## src/rtl/telemetry_framer_if.sv

```systemverilog
// Sample-in / byte-out bus of the telemetry framer.
// The master side drives samples and byte_ready; the slave side is the framer.
interface telemetry_framer_if #(
    parameter int unsigned SAMPLE_WIDTH = 48
);
    logic                    sample_valid;
    logic [SAMPLE_WIDTH-1:0] sample_in;
    logic                    enable;
    logic                    byte_ready;
    logic                    byte_valid;
    logic [7:0]              byte_out;
    logic                    busy;
    logic [7:0]              overflow_count;

    modport master (
        output sample_valid, sample_in, enable, byte_ready,
        input  byte_valid, byte_out, busy, overflow_count
    );

    modport slave (
        input  sample_valid, sample_in, enable, byte_ready,
        output byte_valid, byte_out, busy, overflow_count
    );
endinterface

```

## src/rtl/telemetry_framer.sv

```systemverilog
// Buffers packed telemetry samples in a small FIFO and serialises each one into
// a sync / seq / payload (MSB first) / checksum byte frame for the UART transmitter.
module telemetry_framer #(
    parameter int unsigned SAMPLE_WIDTH = 48,
    parameter int unsigned FIFO_DEPTH   = 4,
    parameter logic [7:0]  SYNC_BYTE    = 8'hA5
) (
    input  logic              clk,
    input  logic              rst_n,
    telemetry_framer_if.slave bus
);
    localparam int unsigned P     = SAMPLE_WIDTH / 8;
    localparam int unsigned IDX_W = (P > 1) ? $clog2(P) : 1;
    localparam int unsigned PTR_W = $clog2(FIFO_DEPTH);
    localparam int unsigned CNT_W = PTR_W + 1;

    typedef enum logic [2:0] {IDLE, SYNC, SEQ, PAYLOAD, CHECK} state_t;

    state_t                  r_state, w_state_next;
    logic [SAMPLE_WIDTH-1:0] r_mem [FIFO_DEPTH];
    logic [PTR_W-1:0]        r_wr_ptr, r_rd_ptr;
    logic [CNT_W-1:0]        r_count, w_count_next;
    logic [SAMPLE_WIDTH-1:0] r_shift, w_shift_next;
    logic [IDX_W-1:0]        r_idx, w_idx_next;
    logic [7:0]              r_csum, w_csum_next;
    logic [7:0]              r_seq, w_seq_next;
    logic [7:0]              r_byte_out, w_byte_out_next;
    logic                    r_byte_valid, w_byte_valid_next;
    logic                    r_busy;
    logic [7:0]              r_ovf;
    logic                    w_empty, w_full, w_pop, w_push, w_drop, w_accept;

    assign w_empty  = (r_count == '0);
    assign w_full   = (r_count == CNT_W'(FIFO_DEPTH));
    assign w_accept = r_byte_valid && bus.byte_ready;
    // A pop in the same cycle frees the slot, so a full FIFO still takes the push.
    assign w_push   = bus.sample_valid && bus.enable && (!w_full || w_pop);
    assign w_drop   = bus.sample_valid && bus.enable && w_full && !w_pop;

    always_comb begin
        unique case ({w_push, w_pop})
            2'b10:   w_count_next = r_count + CNT_W'(1);
            2'b01:   w_count_next = r_count - CNT_W'(1);
            default: w_count_next = r_count;
        endcase
    end

    // Frame sequencer: next-state and next-datapath values.
    always_comb begin
        w_state_next      = r_state;
        w_shift_next      = r_shift;
        w_idx_next        = r_idx;
        w_csum_next       = r_csum;
        w_seq_next        = r_seq;
        w_byte_out_next   = r_byte_out;
        w_byte_valid_next = r_byte_valid;
        w_pop             = 1'b0;
        unique case (r_state)
            IDLE: begin
                if (!w_empty) begin
                    w_pop             = 1'b1;
                    w_shift_next      = r_mem[r_rd_ptr];
                    w_byte_out_next   = SYNC_BYTE;
                    w_byte_valid_next = 1'b1;
                    w_state_next      = SYNC;
                end
            end
            SYNC: begin
                if (w_accept) begin
                    w_byte_out_next = r_seq;
                    w_state_next    = SEQ;
                end
            end
            SEQ: begin
                if (w_accept) begin
                    w_csum_next     = r_seq;
                    w_byte_out_next = r_shift[SAMPLE_WIDTH-1 -: 8];
                    w_shift_next    = r_shift << 8;
                    w_idx_next      = '0;
                    w_state_next    = PAYLOAD;
                end
            end
            PAYLOAD: begin
                if (w_accept) begin
                    w_csum_next = r_csum + r_byte_out;
                    if (r_idx == IDX_W'(P - 1)) begin
                        w_byte_out_next = r_csum + r_byte_out;
                        w_state_next    = CHECK;
                    end else begin
                        w_byte_out_next = r_shift[SAMPLE_WIDTH-1 -: 8];
                        w_shift_next    = r_shift << 8;
                        w_idx_next      = r_idx + IDX_W'(1);
                    end
                end
            end
            CHECK: begin
                if (w_accept) begin
                    w_seq_next = r_seq + 8'd1;
                    // Back-to-back frames: load the next sample with no idle gap.
                    if (!w_empty) begin
                        w_pop             = 1'b1;
                        w_shift_next      = r_mem[r_rd_ptr];
                        w_byte_out_next   = SYNC_BYTE;
                        w_byte_valid_next = 1'b1;
                        w_state_next      = SYNC;
                    end else begin
                        w_byte_valid_next = 1'b0;
                        w_state_next      = IDLE;
                    end
                end
            end
            default: w_state_next = IDLE;
        endcase
    end

    always_ff @(posedge clk or negedge rst_n) begin
        if (!rst_n) r_state <= IDLE;
        else        r_state <= w_state_next;
    end

    // Sample storage carries no reset; validity is tracked by r_count.
    always_ff @(posedge clk) begin
        if (w_push) r_mem[r_wr_ptr] <= bus.sample_in;
    end

    always_ff @(posedge clk or negedge rst_n) begin
        if (!rst_n) begin
            r_wr_ptr     <= '0;
            r_rd_ptr     <= '0;
            r_count      <= '0;
            r_shift      <= '0;
            r_idx        <= '0;
            r_csum       <= '0;
            r_seq        <= '0;
            r_byte_out   <= '0;
            r_byte_valid <= 1'b0;
            r_busy       <= 1'b0;
            r_ovf        <= '0;
        end else begin
            if (w_push) r_wr_ptr <= r_wr_ptr + PTR_W'(1);
            if (w_pop)  r_rd_ptr <= r_rd_ptr + PTR_W'(1);
            r_count      <= w_count_next;
            r_shift      <= w_shift_next;
            r_idx        <= w_idx_next;
            r_csum       <= w_csum_next;
            r_seq        <= w_seq_next;
            r_byte_out   <= w_byte_out_next;
            r_byte_valid <= w_byte_valid_next;
            r_busy       <= (w_state_next != IDLE) || (w_count_next != '0);
            if (w_drop && (r_ovf != 8'hFF)) r_ovf <= r_ovf + 8'd1;
        end
    end

    assign bus.byte_valid     = r_byte_valid;
    assign bus.byte_out       = r_byte_out;
    assign bus.busy           = r_busy;
    assign bus.overflow_count = r_ovf;
endmodule

```

## src/flat_wrapper.sv

```systemverilog
// flat-port wrapper written by rule: the top's interface ports become plain ports
module telemetry_framer_flat 
#(
    parameter int unsigned SAMPLE_WIDTH = 48,
    parameter int unsigned FIFO_DEPTH   = 4,
    parameter logic [7:0]  SYNC_BYTE    = 8'hA5
)
  (clk, rst_n, bus_sample_valid, bus_sample_in, bus_enable, bus_byte_ready, bus_byte_valid, bus_byte_out, bus_busy, bus_overflow_count);
  telemetry_framer_if #(.SAMPLE_WIDTH(SAMPLE_WIDTH)) bus_i ();
  input  logic clk;
  input  logic rst_n;
  input wire logic [$bits(bus_i.sample_valid)-1:0] bus_sample_valid;
  input wire logic [$bits(bus_i.sample_in)-1:0] bus_sample_in;
  input wire logic [$bits(bus_i.enable)-1:0] bus_enable;
  input wire logic [$bits(bus_i.byte_ready)-1:0] bus_byte_ready;
  output wire logic [$bits(bus_i.byte_valid)-1:0] bus_byte_valid;
  output wire logic [$bits(bus_i.byte_out)-1:0] bus_byte_out;
  output wire logic [$bits(bus_i.busy)-1:0] bus_busy;
  output wire logic [$bits(bus_i.overflow_count)-1:0] bus_overflow_count;
  assign bus_i.sample_valid = bus_sample_valid;
  assign bus_i.sample_in = bus_sample_in;
  assign bus_i.enable = bus_enable;
  assign bus_i.byte_ready = bus_byte_ready;
  assign bus_byte_valid = bus_i.byte_valid;
  assign bus_byte_out = bus_i.byte_out;
  assign bus_busy = bus_i.busy;
  assign bus_overflow_count = bus_i.overflow_count;
  telemetry_framer #(.SAMPLE_WIDTH(SAMPLE_WIDTH), .FIFO_DEPTH(FIFO_DEPTH), .SYNC_BYTE(SYNC_BYTE)) u_core (.clk(clk), .rst_n(rst_n), .bus(bus_i));
endmodule
```

## config.mk

```make
export PLATFORM = sky130hd
export DESIGN_NAME = telemetry_framer_flat
export DESIGN_NICKNAME = d
export VERILOG_FILES = /design/src/rtl/telemetry_framer_if.sv /design/src/rtl/telemetry_framer.sv /design/src/flat_wrapper.sv
export SDC_FILE = /design/constraint.sdc
export NUM_CORES = 1
export LEC_CHECK = 0
export CAP_MARGIN = 10
export CELL_PAD_IN_SITES_DETAIL_PLACEMENT = 1
export CELL_PAD_IN_SITES_GLOBAL_PLACEMENT = 1
export CORE_MARGIN = 5
export CORE_UTILIZATION = 52
export CTS_BUF_LIST = sky130_fd_sc_hd__clkbuf_4 sky130_fd_sc_hd__clkbuf_8
export CTS_CLUSTER_SIZE = 12
export DETAILED_ROUTE_END_ITERATION = 6
export GPL_TIMING_DRIVEN = 1
export PLACE_DENSITY_LB_ADDON = 0.1
export SKIP_CTS_REPAIR_TIMING = 1
export SLEW_MARGIN = 20
export SYNTH_ARGS = -nofsm -noshare
export SYNTH_HDL_FRONTEND = slang
export SYNTH_SLANG_ARGS = --single-unit
```

## constraint.sdc

```tcl
create_clock -name clk -period 3.5 [get_ports clk]
set_input_delay 0.7 -clock clk [delete_from_list [all_inputs] [get_ports clk]]
set_output_delay 0.7 -clock clk [all_outputs]
set_load 0.05 [all_outputs]
```

# Word-level counts from Yosys, hierarchy flattened
# Memories as Yosys holds them, arrays and structs flattened.
# Index checks and enable logic that the tools add are counted.
[totals] register_bits=95 latchBits=0 ram_bits=192 romBits=0 input_bits=53 out_inout_bits=18 elab_cells=96 mem_count=1
[op_classes] addsub=8 multipliers=0 n_div=0 magnitude_cmp=0 eq_ne=15 shifts=0 muxes=36 bitwise_logic=0 n_reduce_logical=24
[mem_list] memory="u_core.r_mem" depth=4 word_bits=48 read_ports=1 rd_ports_with_merged_regs=0 wr=1 line="telemetry_framer.sv:20" rtl="logic [SAMPLE_WIDTH-1:0] r_mem [FIFO_DEPTH];"
[op_table] op="two-way mux 48 bit" n=5
[op_table] op="case mux 48 bit (4 select lines)" n=1
[op_table] op="two-way mux 8 bit" n=7
[op_table] op="case mux 8 bit (5 select lines)" n=1
[op_table] op="two-way mux 3 bit" n=9
[op_table] op="adder 8 x 1 -> 8 bit (second input constant)" n=2
[op_table] op="case mux 8 bit (2 select lines)" n=1
[op_table] op="case mux 3 bit (5 select lines)" n=1
[op_table] op="case mux 3 bit (2 select lines)" n=2
[op_table] op="AND reduction 5 bit" n=2
[op_table] op="equality test 3 bit (second input constant)" n=3
[op_table] op="adder 8 bit" n=1
[op_table] op="inequality test 2 x 1 -> 1 bit (second input constant)" n=4
[op_table] op="inequality test 8 bit (second input constant)" n=1
[op_table] op="two-way mux 1 bit" n=7
[op_table] op="adder 3 x 1 -> 3 bit (second input constant)" n=2
[op_table] op="equality test 3 x 2 -> 1 bit (second input constant)" n=2
[op_table] op="logical AND 1 bit" n=6
[op_table] op="logical NOT 3 bit" n=2
[op_table] op="AND reduction 3 bit" n=2
[op_table] op="nonzero test 3 bit" n=2
[op_table] op="nonzero test 5 bit" n=1
[op_table] op="adder 2 x 1 -> 2 bit (second input constant)" n=2
[op_table] op="inequality test 2 bit (second input constant)" n=2
[op_table] op="other kinds (11)" n=15

# Depth between registers and ports, before layout
# Gate-level depths: netlist (run 1).
[depth] word_depth=10 depth_mapped=9 depth_no_buf=7

# Worst setup path after synthesis (run 1)
# Ideal clock, no wire load.
[synth_path] path_type="register to register" start="register u_core.r_byte_valid, in the netlist u_core.bus.byte_valid" end="memory u_core.r_mem[0][0], enable pin" setup_time_ps=410 arrival_ps=2511 required_ps=3090 slack_ps=578 stages_incl_launch_ff=5 path_buffers=0 synth_period_minus_slack_ps=2922 cell_sequence="dfrtp_1 a21bo_2 nand2_1 a21oi_1 and2_1"
[synth_between] elab_chain_cells=7
[synth_rtl] element="start, declared" line="telemetry_framer.sv:28" rtl="logic r_byte_valid, w_byte_valid_next;"
[synth_rtl] element="start signal, assigned" line="telemetry_framer.sv:148" rtl="r_byte_valid <= w_byte_valid_next;"
[synth_rtl] element="logical AND 1 bit" line="telemetry_framer.sv:35" rtl="assign w_accept = r_byte_valid && bus.byte_ready;"
[synth_rtl] element="two-way mux 1 bit" line="telemetry_framer.sv:97" rtl="if (w_accept) begin"
[synth_rtl] element="case mux 1 bit (2 select lines)" line="telemetry_framer.sv:58" rtl="unique case (r_state)"
[synth_rtl] element="logical OR 1 bit" line="telemetry_framer.sv:37" rtl="assign w_push = bus.sample_valid && bus.enable && (!w_full || w_pop);"
[synth_rtl] element="logical AND 1 bit" line="telemetry_framer.sv:37"
[synth_rtl] element="two-way mux 1 bit" line="telemetry_framer.sv:123" rtl="if (w_push) r_mem[r_wr_ptr] <= bus.sample_in;"
[synth_rtl] element="two-way mux 1 bit (not written as such)" line="telemetry_framer.sv:123"
[synth_rtl] element="end, declared" line="telemetry_framer.sv:20"
# No other way between the ends.

# Worst setup path after layout (run 1)
[layout_path] start="register u_core.r_state[1]" end="register u_core.r_busy, in the netlist u_core.bus.busy"
[layout_between] elab_chain_cells=8 elab_cells_between_ends=21 cone_classes="eq/ne (6); mux (9); reduce/logical (6)"
[layout_rtl] element="start, declared" line="telemetry_framer.sv:19" rtl="state_t r_state, w_state_next;"
[layout_rtl] element="start signal, assigned" line="telemetry_framer.sv:118" rtl="else r_state <= w_state_next;"
[layout_rtl] element="equality test 3 bit / logical NOT 3 bit (equally long branches)" line="telemetry_framer.sv:58"
[layout_rtl] element="case mux 1 bit (2 select lines)" line="telemetry_framer.sv:58"
[layout_rtl] element="logical OR 1 bit" line="telemetry_framer.sv:37"
[layout_rtl] element="logical AND 1 bit" line="telemetry_framer.sv:37"
[layout_rtl] element="equality test 2 x 1 -> 1 bit / equality test 2 bit (equally long branches)" line="telemetry_framer.sv:41" rtl="unique case ({w_push, w_pop})"
[layout_rtl] element="case mux 3 bit (2 select lines)" line="telemetry_framer.sv:41"
[layout_rtl] element="nonzero test 3 bit" line="telemetry_framer.sv:149" rtl="r_busy <= (w_state_next != IDLE) || (w_count_next != '0);"
[layout_rtl] element="logical OR 1 bit *" line="telemetry_framer.sv:149"
[layout_rtl] element="end signal, assigned" line="telemetry_framer.sv:149"
[layout_rtl] element="end, declared" line="telemetry_framer.sv:29" rtl="logic r_busy;"
# Mark *: on every way between the ends. The rest lies on a longest branch, timed or not.
# A chain may end at the register's enable or synchronous reset.

==> results of run 1 <==
stage by stage:
step                hold slack, ns    util  setup slack [ns]
finish                      0.2401  0.6239            0.8605
global route                0.2751  0.6238            0.7345
CTS                         0.2590  0.6238            0.8598
detailed placement          0.4657  0.5805            0.3850
global placement            0.4618  0.5805            0.4859
floorplan                   0.4044       -            0.5784
power groups by stage:
| stage | clock (W) | combinational, W | sequential, W |
|---|---|---|---|
| after detailed placement | 0 | 0.00343 | 0.00473 |
| after CTS | 0.00305 | 0.00345 | 0.00467 |
| after floorplan | 0 | 0.00238 | 0.00464 |
| after global placement | 0 | 0.00330 | 0.00468 |
| after global routing | 0.00325 | 0.00372 | 0.00473 |
| final | 0.00297 | 0.00340 | 0.00466 |
state kept, by name, indices dropped and copies added (netlist names):
name / count
u_core.r_mem: 192
u_core.r_shift: 48
u_core.bus.byte_out: 8
u_core.bus.overflow_count: 8
u_core.r_csum: 8
u_core.r_seq: 8
u_core.r_count: 3
u_core.r_idx: 3
u_core.r_state: 3
u_core.r_rd_ptr: 2
u_core.r_wr_ptr: 2
u_core.bus.busy: 1
u_core.bus.byte_valid: 1
layout make-up:
class	count	area (um^2)	area share
inverter	15	56.30	0.003986
antenna	1	2.502	0.0001772
clock buffer	68	823.3	0.05829
clock inverter	20	155.1	0.01098
sequential	287	8148	0.5768
tap	285	356.6	0.02525
timing repair buffer	93	970.9	0.06874
multi-input combinational	436	3612	0.2557
worst max-delay path by stage:
stage,to,slack [ns],depth (start not counted)
final,u_core.bus.busy$_DFF_PN0_,0.86,6
after global routing,u_core.bus.busy$_DFF_PN0_,0.73,6
after CTS,bus_byte_out[1],0.86,1
after detailed placement,u_core.bus.busy$_DFF_PN0_,0.38,7
after global placement,u_core.bus.busy$_DFF_PN0_,0.49,7
after floorplan,u_core.r_mem[0][0]$_DFFE_PP_,0.58,4
routing by layer:
layer,global-route usage,up-vias,part of all wire
met5,0,-,0
met4,0.06305,0,0.021
met3,0.03419,48,0.041
met2,0.3687,168,0.51
met1,0.2758,3563,0.43
li1,-,3173,-
cell families (layout without fill, tap and decap cells):
kind of cell             count (synthesis)  count (layout)
flip-flops                             287             287
AND/OR/NAND/NOR                        170             170
AO/OA/AOI/OAI                          131             131
multiplexers                            96              96
buffers and inverters                   51             196
XOR/XNOR                                22              22
adder cells (fa/ha/maj)                 17              17
other                                    0               1
cell usage in the layout, fill, tap and decap left out, types with 3 or more instances in the layout:
master	Yosys	final
o21ai_0	60	60
a21o_1	5	5
dfrtp_1	95	93
nand3_1	14	14
o22a_1	3	3
xnor2_1	18	18
a22o_1	4	4
nor2_1	20	20
and3_1	4	4
o22ai_1	6	6
and2_1	7	3
a31oi_1	6	6
xor2_1	4	4
nor3_1	8	8
mux2_2	3	3
clkbuf_4	0	18
edfxtp_1	192	192
inv_1	14	14
buf_12	0	8
mux2i_1	45	45
and2_2	0	4
nand4_1	6	6
clkinv_1	1	13
clkbuf_8	0	50
ha_1	15	15
nand2_1	91	91
a21oi_1	22	22
clkdlybuf4s50_1	0	69
buf_4	0	16
a32oi_1	3	3
mux4_2	48	48
==> impl_metrics.csv, run 1 <==
group,metric,value,unit
die,io_pins,71,
synthesis,yosys_warnings,0,
synthesis,ys_ff_latch,287,
power,internal-power,0.007369,W
drt,vias,6952,
critical_path,path_buf_inv,0,
drt,routed_via_density,5.769,
critical_path,worstPathArrival,3.06,ns
critical_path,r2r_cells,6,
critical_path,crit_fanout,9,
drt,ant_nets,0,
power,peakVddDrop,0.0004103,V
die,core_area,22640,um^2
power,finalPower,0.01103,W
power,seqPwrFrac,0.422,
clock_network,path_clk_slew,0.06,ns
global_route,antenna_found_initial,0,
clock_network,cts.path.max_buffers,3,
power,powerDensity,781.1,nW/um^2
clock_network,clk_latency,0.56,ns
clock_network,cts-root-buf,"clkbuf_8",
sta,worst_pin_slew,0.8454,ns
sta,maxSlewViolCount,0,
synthesis,ys_seq_area_frac,0.6810,
synthesis,synthCells,774,
die,die_width,161.6,um
die,rows,55,
critical_path,critical_path.startpoint_type,"flop",
clock_network,cts_buffers,47,
global_route,grt_remaining_overflow,0,
power,switching_share,0.3321,
synthesis,synth-compound-area-share,0.06895,
critical_path,cp-end-kind,"flop",
synthesis,synthSimpleGateAreaFrac,0.06571,
job,drv_cap,0,
synthesis,synth_top_family_by_area,"multiplexers",
place,gp_routability_congestion,0.8681,
drt,drt-total-wl,26.56,mm
min_path,min_path_type,"input port to async pin",
synthesis,syn_area_per_cell,15.45,um^2
critical_path,cp_top_family,"simple AND/OR/NAND/NOR gates",
drt,drt-wirelength-per-cell,22.04,um
critical_path,cp_cell_sequence,"or2_0 -> nor3_2 -> nand2_1 -> fa_1 -> o311a_1 -> a2111o_1",
layout,drive_gt1_frac,0.1839,
synthesis,synth.area.top_cells,"edfxtp_1, dfrtp_1, mux4_2",
synthesis,netlist_top_cells_count,"edfxtp_1, dfrtp_1, nand2_1",
critical_path,crit_start,"u_core.r_state[1]$_DFF_PN0_",
global_route,grt_pass1_wl,43.33,mm
power,p_clk_frac,0.270,
sta,slew_headroom,0.4364,
place,place_inst,1116,
synthesis,ys.flop_type,"edfxtp_1",
layout,fin_cells,1205,
critical_path,cpMaxStageDelayCell,"fa_1",
critical_path,worst-setup-path-type,"flop to flop",
global_route,grt.total_usage,0.2113,
drt,drt_iter0_drc,394,
sta,period_share,0.7542,
layout,nNetsFinal,950,
critical_path,reg2reg_slack,0.86,ns
sta,fin_crit,2.640,ns
place,dpl.hpwl,17.63,mm
place,portBuffers,70,
synthesis,synth_nets,844,
synthesis,synth_area,11960,um^2
synthesis,synth-xor-area-share,0.01611,
power,leakage,5.117,nW
synthesis,yosysMostFrequentCell,"edfxtp_1",
place,postPlaceCellArea,13140,um^2
critical_path,critPathMaxStageDelay,0.47,ns
layout,design_area,14120,um^2
sta,setup_viol,0,
outcome,status,"finished, final reports clean",
synthesis,synthDistinctLibCells,60,
clock_network,clock_sink_count,287,
die,dieArea,26130,um^2
synthesis,synth_top_area_share,0.4822,
sta,fmax,0.3789,GHz
power,power.switching,0.003663,W
synthesis,async_reset_ff_frac,0.3310,
global_route,grt_max_degree,64,
critical_path,rr_startpoint,"u_core.r_state[1]$_DFF_PN0_",
die,initial_core_util,0.5282,
drt,drc,0,
sta,fin_tns_setup,0,ns
power,combPwrFrac,0.308,
synthesis,yosys.area.top_type,"edfxtp_1",
layout,area_delta_synth_final,18.12,%
critical_path,crit_required,3.92,ns
sta,hold_viol,0,
synthesis,synth_fa_ha_area_frac,0.01904,
drt,first_pass_iters,4,
synthesis,synth_mux_area_frac,0.1309,
layout,fillers,2059,
synthesis,synth_edf_count,192,
clock_network,cts_tree,"yes",
global_route,grt_pass1_vias,7842,
critical_path,rr_endpoint,"u_core.bus.busy$_DFF_PN0_",
clock_network,htreeDepth,2,
sta,rsz0062_at_grt,"false",
sta,clock_skew,0.02137,ns
die,die_h,161.6,um
(Power assumes the default switching activity.)
==> inputs of run 2 (changes only) <==
==> constraint.sdc (replaced) <==
create_clock -name clk -period 2.6 [get_ports clk]
set_input_delay 0.52 -clock clk [delete_from_list [all_inputs] [get_ports clk]]
set_output_delay 0.52 -clock clk [all_outputs]
set_load 0.05 [all_outputs]
==> impl_metrics.csv, run 2 (synthesis gave the netlist of run 1 again) <==
group,metric,value,unit
global_route,grt.total_usage,0.2175,
die,core_area,22640,um^2
place,dpl.hpwl,18.16,mm
clock_network,htreeDepth,2,
global_route,antenna_found_initial,0,
global_route,grt_max_degree,97,
drt,drt-total-wl,27.51,mm
sta,fin_crit,2.411,ns
sta,clock_skew,0.01936,ns
drt,drt-wirelength-per-cell,22.55,um
clock_network,path_clk_slew,0.06,ns
place,place_inst,1130,
layout,biggestRegsByFlops,"u_core.r_mem (192), u_core.r_shift (48)",
critical_path,crit_required,2.08,ns
drt,drc,0,
critical_path,worst-setup-path-type,"flop to primary output",
min_path,whs_path_depth,2,
drt,drt_iter0_drc,368,
die,dieArea,26130,um^2
power,finalPower,0.01492,W
critical_path,crit_fanout,4,
die,initial_core_util,0.5282,
place,postPlaceCellArea,13360,um^2
sta,fin_tns_setup,0,ns
critical_path,critical_path.startpoint_type,"flop",
clock_network,clk_latency,0.56,ns
layout,fillers,2079,
drt,first_pass_iters,4,
power,powerDensity,1043,nW/um^2
layout,largest_reg_flops,192,
critical_path,cpMaxStageDelayCell,"clkdlybuf4s50_1",
global_route,grt_remaining_overflow,0,
job,drv_cap,0,
layout,nNetsFinal,966,
clock_network,cts.path.max_buffers,3,
sta,hold_viol,0,
sta,maxSlewViolCount,0,
place,gp_routability_congestion,0.8403,
die,die_width,161.6,um
sta,worst_pin_slew,0.5578,ns
outcome,status,"finished, final reports clean",
place,preCtsSetupSlack,-0.1348,ns
clock_network,clock_sink_count,287,
critical_path,critPathMaxStageDelay,0.86,ns
critical_path,cp_top_family,"buffers and inverters",
critical_path,worstPathArrival,1.89,ns
layout,layout_common_cells,"edfxtp_1, dfrtp_1, nand2_1",
die,rows,55,
layout,regMostFlops,"u_core.r_mem",
layout,area_delta_synth_final,19.67,%
layout,drive_gt1_frac,0.1968,
min_path,min_path_type,"flop to flop",
die,die_h,161.6,um
critical_path,cp_cell_sequence,"clkdlybuf4s50_1",
layout,design_area,14310,um^2
sta,fmax,0.4147,GHz
layout,fin_cells,1220,
sta,period_share,0.9275,
layout,layout_commonest_cell,"edfxtp_1",
clock_network,cts-root-buf,"clkbuf_8",
layout,n_antenna_cell,0,
sta,setup_viol,0,
clock_network,cts_buffers,48,
clock_network,cts_tree,"yes",
sta,slew_headroom,0.6282,
critical_path,cp-end-kind,"primary output",
drt,ant_nets,0,
critical_path,path_buf_inv,1,
place,portBuffers,70,
sta,timing.final.ws_setup,0.1886,ns
critical_path,cp.depth,1,
die,io_pins,71,
sta,rsz0062_at_grt,"false",
global_route,grt_pass1_wl,44.24,mm
power,leakage,5.209,nW
global_route,grt_pass1_vias,8043,
critical_path,r2r_cells,6,
drt,routed_via_density,5.782,
drt,vias,7054,
power,peakVddDrop,0.0006112,V
-- run 2: power breakdown --
part           internal (W)  switching, W  total [W]
clock network       0.00209       0.00180    0.00388
registers           0.00564      0.000560    0.00620
logic               0.00216       0.00267    0.00484
total               0.00989       0.00503     0.0149
-- run 2: area by class of cell --
type	count	area [um^2]	area share
Clock buffer	63	785.8	0.05491
Clock inverter	26	151.4	0.01058
Inverter	15	56.30	0.003935
Multi-Input combinational cell	436	3612	0.2524
Sequential cell	287	8149	0.5695
Tap cell	285	356.6	0.02492
Timing Repair Buffer	108	1199	0.08376
-- run 2: stage by stage --
step	utilization	hold slack (ns)
after global placement	0.5902	0.4622
final	0.6321	0.4816
after CTS	0.6316	-0.06235
after detailed placement	0.5902	0.4703
after global routing	0.6321	0.4989
after floorplan	-	0.2244
-- run 2: worst paths after layout --
path,from,to,slack [ns]
setup reg to reg,u_core.r_state[1]$_DFF_PN0_,u_core.bus.busy$_DFF_PN0_,0.19
setup / recovery,u_core.bus.byte_out[1]$_DFFE_PN0P_,bus_byte_out[1],0.19
hold / removal,u_core.r_shift[36]$_DFFE_PN0P_,u_core.r_shift[36]$_DFFE_PN0P_,0.48
min in group asynchronous,rst_n,u_core.r_csum[3]$_DFFE_PN0P_,0.49
max in group asynchronous,rst_n,u_core.r_shift[15]$_DFFE_PN0P_,1.50
hold reg to reg,u_core.r_shift[36]$_DFFE_PN0P_,u_core.r_shift[36]$_DFFE_PN0P_,0.48
-- run 2: layer usage --
layer  vias up  track usage  wire (um)
met1      3641       0.2752      11670
met2       152       0.3840      14160
met4         0      0.07805        721
li1       3214            -          -
met5         -            0          0
met3        47      0.03266        959
==> inputs of run 3 (changes only) <==
--- a/config.mk
+++ b/config.mk
@@ -14,6 +14,7 @@
 export CTS_CLUSTER_SIZE = 12
 export DETAILED_ROUTE_END_ITERATION = 6
 export GPL_TIMING_DRIVEN = 1
+export MAX_ROUTING_LAYER = met4
 export PLACE_DENSITY_LB_ADDON = 0.1
 export SKIP_CTS_REPAIR_TIMING = 1
 export SLEW_MARGIN = 20
==> impl_metrics.csv, run 3 (synthesis gave the netlist of run 1 again) <==
group,metric,value,unit
sta,fin_crit,2.418,ns
power,peakVddDrop,0.0006128,V
drt,drt-wirelength-per-cell,22.59,um
drt,drc,0,
place,postPlaceCellArea,13360,um^2
drt,drt_iter0_drc,378,
place,portBuffers,70,
drt,first_pass_iters,4,
drt,routed_via_density,5.798,
drt,maxUsedRoutingLayer,"met4",
die,rows,55,
sta,slew_headroom,0.6309,
critical_path,cp_top_family,"buffers and inverters",
sta,fmax,0.4135,GHz
drt,met3_length,951,um
critical_path,cp_cell_sequence,"clkdlybuf4s50_1",
global_route,grt_pass1_wl,44.24,mm
die,io_pins,71,
critical_path,worst-setup-path-type,"flop to primary output",
global_route,grt_max_degree,97,
layout,drive_gt1_frac,0.1968,
critical_path,crit_fanout,4,
global_route,grt.total_usage,0.2241,
layout,largest_reg_flops,192,
sta,rsz0062_at_grt,"false",
die,dieArea,26130,um^2
clock_network,cts-root-buf,"clkbuf_8",
critical_path,crit_required,2.08,ns
sta,setup_viol,0,
power,powerDensity,1042,nW/um^2
layout,post-route-util,0.6321,
critical_path,cp.depth,1,
clock_network,path_clk_slew,0.06,ns
layout,layout_common_cells,"edfxtp_1, dfrtp_1, nand2_1",
place,place_inst,1130,
layout,biggestRegsByFlops,"u_core.r_mem (192), u_core.r_shift (48)",
clock_network,htreeDepth,2,
min_path,whs_path_depth,2,
power,finalPower,0.01491,W
drt,routed-wl-met2,14.05,mm
global_route,grt_pass1_vias,8016,
clock_network,cts_buffers,48,
critical_path,r2r_cells,6,
sta,clock_skew,0.01831,ns
drt,drt-total-wl,27.55,mm
drt,ant_nets,0,
global_route,antenna_found_initial,0,
layout,layout_commonest_cell,"edfxtp_1",
place,dpl.hpwl,18.16,mm
die,initial_core_util,0.5282,
outcome,status,"finished, final reports clean",
drt,vias,7074,
layout,regMostFlops,"u_core.r_mem",
critical_path,cpMaxStageDelayCell,"clkdlybuf4s50_1",
clock_network,cts_tree,"yes",
die,die_width,161.6,um
critical_path,path_buf_inv,1,
sta,worst_pin_slew,0.5537,ns
layout,area_delta_synth_final,19.67,%
sta,hold_viol,0,
die,core_area,22640,um^2
layout,nNetsFinal,966,
job,drv_cap,0,
clock_network,cts.path.max_buffers,3,
layout,n_antenna_cell,0,
critical_path,critical_path.startpoint_type,"flop",
critical_path,worstPathArrival,1.90,ns
critical_path,cp-end-kind,"primary output",
sta,period_share,0.9302,
clock_network,clock_sink_count,287,
die,die_h,161.6,um
global_route,grt_remaining_overflow,0,
clock_network,clk_latency,0.56,ns
layout,design_area,14310,um^2
min_path,min_path_type,"flop to flop",
place,gp_routability_congestion,0.8564,
layout,fin_cells,1220,
critical_path,critPathMaxStageDelay,0.86,ns
drt,wl_met1,11.76,mm
sta,maxSlewViolCount,0,
power,leakage,5.209,nW
[run 3: final timing paths]
path / from / end / slack [ns]
min in group asynchronous: rst_n / u_core.r_csum[3]$_DFFE_PN0P_ / 0.49
max: u_core.bus.byte_out[1]$_DFFE_PN0P_ / bus_byte_out[1] / 0.18
max reg2reg: u_core.r_state[1]$_DFF_PN0_ / u_core.bus.busy$_DFF_PN0_ / 0.20
max in group asynchronous: rst_n / u_core.r_shift[15]$_DFFE_PN0P_ / 1.50
min: u_core.r_shift[36]$_DFFE_PN0P_ / u_core.r_shift[36]$_DFFE_PN0P_ / 0.48
min reg2reg: u_core.r_shift[36]$_DFFE_PN0P_ / u_core.r_shift[36]$_DFFE_PN0P_ / 0.48
[run 3: through the flow]
stage                     worst slack, ns  setup TNS [ns]  hold slack [ns]
after floorplan                   0.06479               0           0.2244
after global placement           -0.03534        -0.03534           0.4622
after detailed placement          -0.1348         -0.1729           0.4703
after CTS                          0.1452               0         -0.06235
after global routing               0.1260               0           0.4989
final                              0.1816               0           0.4818
[run 3: where the power goes]
group	internal (W)	switching [W]	leakage (nW)	total, W
registers	0.00564	0.000557	2.98	0.00620
logic	0.00216	0.00267	1.73	0.00483
clock network	0.00209	0.00179	0.494	0.00388
total	0.00989	0.00502	5.21	0.0149
[run 3: routing by layer]
metal / vias to the layer above / global-route usage
met5: - / -
met1: 3637 / 0.2756
met2: 164 / 0.3840
met4: 0 / 0.07805
li1: 3218 / -
met3: 55 / 0.03266
[run 3: area by class of cell]
class	count	area, um^2
sequential	287	8149
inverter	15	56.30
clock inverter	26	151.4
timing repair buffer	108	1199
clock buffer	63	785.8
multi-input combinational	436	3612
fill	2079	8330
tap	285	356.6
==> RTL change, RTL diff (settings of run 2) <==
Re-encode `state_t` (5 states) as one-hot, 5 bits wide.
--- a/src/rtl/telemetry_framer.sv
+++ b/src/rtl/telemetry_framer.sv
@@ -14,7 +14,7 @@
     localparam int unsigned PTR_W = $clog2(FIFO_DEPTH);
     localparam int unsigned CNT_W = PTR_W + 1;
 
-    typedef enum logic [2:0] {IDLE, SYNC, SEQ, PAYLOAD, CHECK} state_t;
+    typedef enum logic [4:0] {IDLE = 5'b00001, SYNC = 5'b00010, SEQ = 5'b00100, PAYLOAD = 5'b01000, CHECK = 5'b10000} state_t;
 
     state_t                  r_state, w_state_next;
     logic [SAMPLE_WIDTH-1:0] r_mem [FIFO_DEPTH];
Formal check against the unedited RTL: no difference found for any inputs over 4 cycles, from zero or initial values and one cycle with rst_n low; so few cycles prove little.
==> RTL change against run 2 <==
  * Cell count is essentially flat
  * Wire length grew 1.7%
  * Synthesized cell count is the same
  * Final area rose by 1.2%
  * Sequential cell count is 2 higher
  * Area after synthesis increased by 0.47%
  * Setup slack got worse by 0.051 ns
  * Total power up 4.1%
  * Core utilization grew 0.55 points
  * Combinational power up 3%
  * Via count up 2.0%
  * Critical endpoint is now u_core.bus.busy$_DFF_PN0_
==> RTL change: results (changes against run 2) <==
- Ys flop type: edfxtp_1
- Synth Area per Inst: 15.5 um^2 (+0.47%)
- Setup crit start: u_core.r_state[2]$_DFF_PN0_
- Non-clock inverter count in the final layout: 9 (-6)
- Final clock-cell share: 6.99% (+0.44 points)
- Fin util: 63.8% (+0.55 points)
- FF-to-FF Start: u_core.r_state[2]$_DFF_PN0_
- Clk_lat worst skew: 0.58 ns (+0.02 ns)
- Library cells used by synthesis: 55 (-8.3%)
- First-pass GRT wire length: 45.0 mm (+1.7%)
- DR pass1 iterations: 5 (+1)
- WL per Instance: 22.9 um (+1.6%)
- Leak pwr: 0.00552 uW (+5.9%)
- Async set-reset flop share out of synthesis: 33.6% (+0.46 points)
- Max VDD drop: 0.661 mV (+8.2%)
- Clock skew: 0.0402 ns (+0.0209 ns)
- Reg2reg path depth: 11 (+5)
- Total track usage: 21.9% (+0.18 points)
- Worst Path Max Fanout: 2 (-2)
- Largest net degree at the start of global routing: 50 (-48%)
- Post-detailed-placement half-perimeter wirelength: 18.5 mm (+1.9%)
- Routed WL: 28.0 mm (+1.7%)
- Clk_buf instances: 71 (+13%)
- Vias after detailed routing: 7198 (+2.0%)
- Buffers excl. clock: 113 (+4.6%)
- Seq/Total Area, Yosys: 68.2% (+0.11 points)
- Critical Path AT: 2.90 ns (+1.01 ns)
- Outcome: complete, no violations
- Area contributors post-synth: edfxtp_1 48%, dfrtp_1 20%, mux4_2 9.0%
- Placer Congestion: 0.810 (-3.7%)
- Max incr delay on CP: 0.42 ns (-0.44 ns)
- Setup slack after placement: -0.259 ns (-0.125 ns)
- Register Area: 8200 um^2 (+0.63%)
- Number of global-route vias before repair: 8026 (-0.21%)
- Switching share of power: 33.4% (-0.34 points)
- Path type of the worst min-delay path: input port to asynchronous set/reset pin
- Post-synth top cells: 192 x edfxtp_1, 96 x dfrtp_1, 77 x o21ai_0
- Delay-heaviest family, CP: simple AND/OR/NAND/NOR gates
- Multi-input combinational area share: 25.1% (-0.10 points)
==> RTL change: changes by cell type in the layout (fill, tap and decap cells not counted), sizes merged, moves of 5 or more <==
cell / run 2 / this run
nor3: 10 / 4
clkbuf: 63 / 71
o21ai: 62 / 132
nand2: 91 / 45
buf: 38 / 43
a22oi: 0 / 10
clkinv: 23 / 12
a21oi: 22 / 14
==> RTL change: metal layers <==
layer	vias to the layer above	share of wire, %	wire, um	global-route usage [%]
met2	164	52	14400	37.9
met4	0	1.7	487	6.07
met5	-	0	0	0
met1	3727	43	11900	29.2
met3	50	4.1	1150	3.53
li1	3257	-	-	-
==> RTL change: final timing paths <==
check	endpoint	slack [ns]
worst max-delay path	u_core.bus.busy$_DFF_PN0_	0.14
worst min-delay path	u_core.bus.busy$_DFF_PN0_	0.44
worst max register to register	u_core.bus.busy$_DFF_PN0_	0.14
worst min register to register	u_core.r_csum[2]$_DFFE_PN0P_	0.51
max in group asynchronous	u_core.r_shift[6]$_DFFE_PN0P_	1.39
min in group clk	u_core.r_csum[2]$_DFFE_PN0P_	0.51
==> RTL change: power by group through the flow <==
stage               sequential (uW)  clock, uW  combinational, uW
floorplan                      6360          0               3300
global placement               6450          0               4820
detailed placement             6510          0               4990
CTS                            6430       4250               5030
global route                   6520       4510               5430
finish                         6430       4130               4980
==> RTL change: kinds of logic after synthesis <==
group / count (synthesis) / synth area share (%)
AOI/OAI and AO/OA: 181 / 8.49
xor gates and xnor gates: 29 / 2.11
adders and majority gates: 17 / 1.90
buffers and inverters: 50 / 1.81
DFF: 289 / 68.2
muxes: 92 / 12.7
and+or+nand+nor: 116 / 4.81
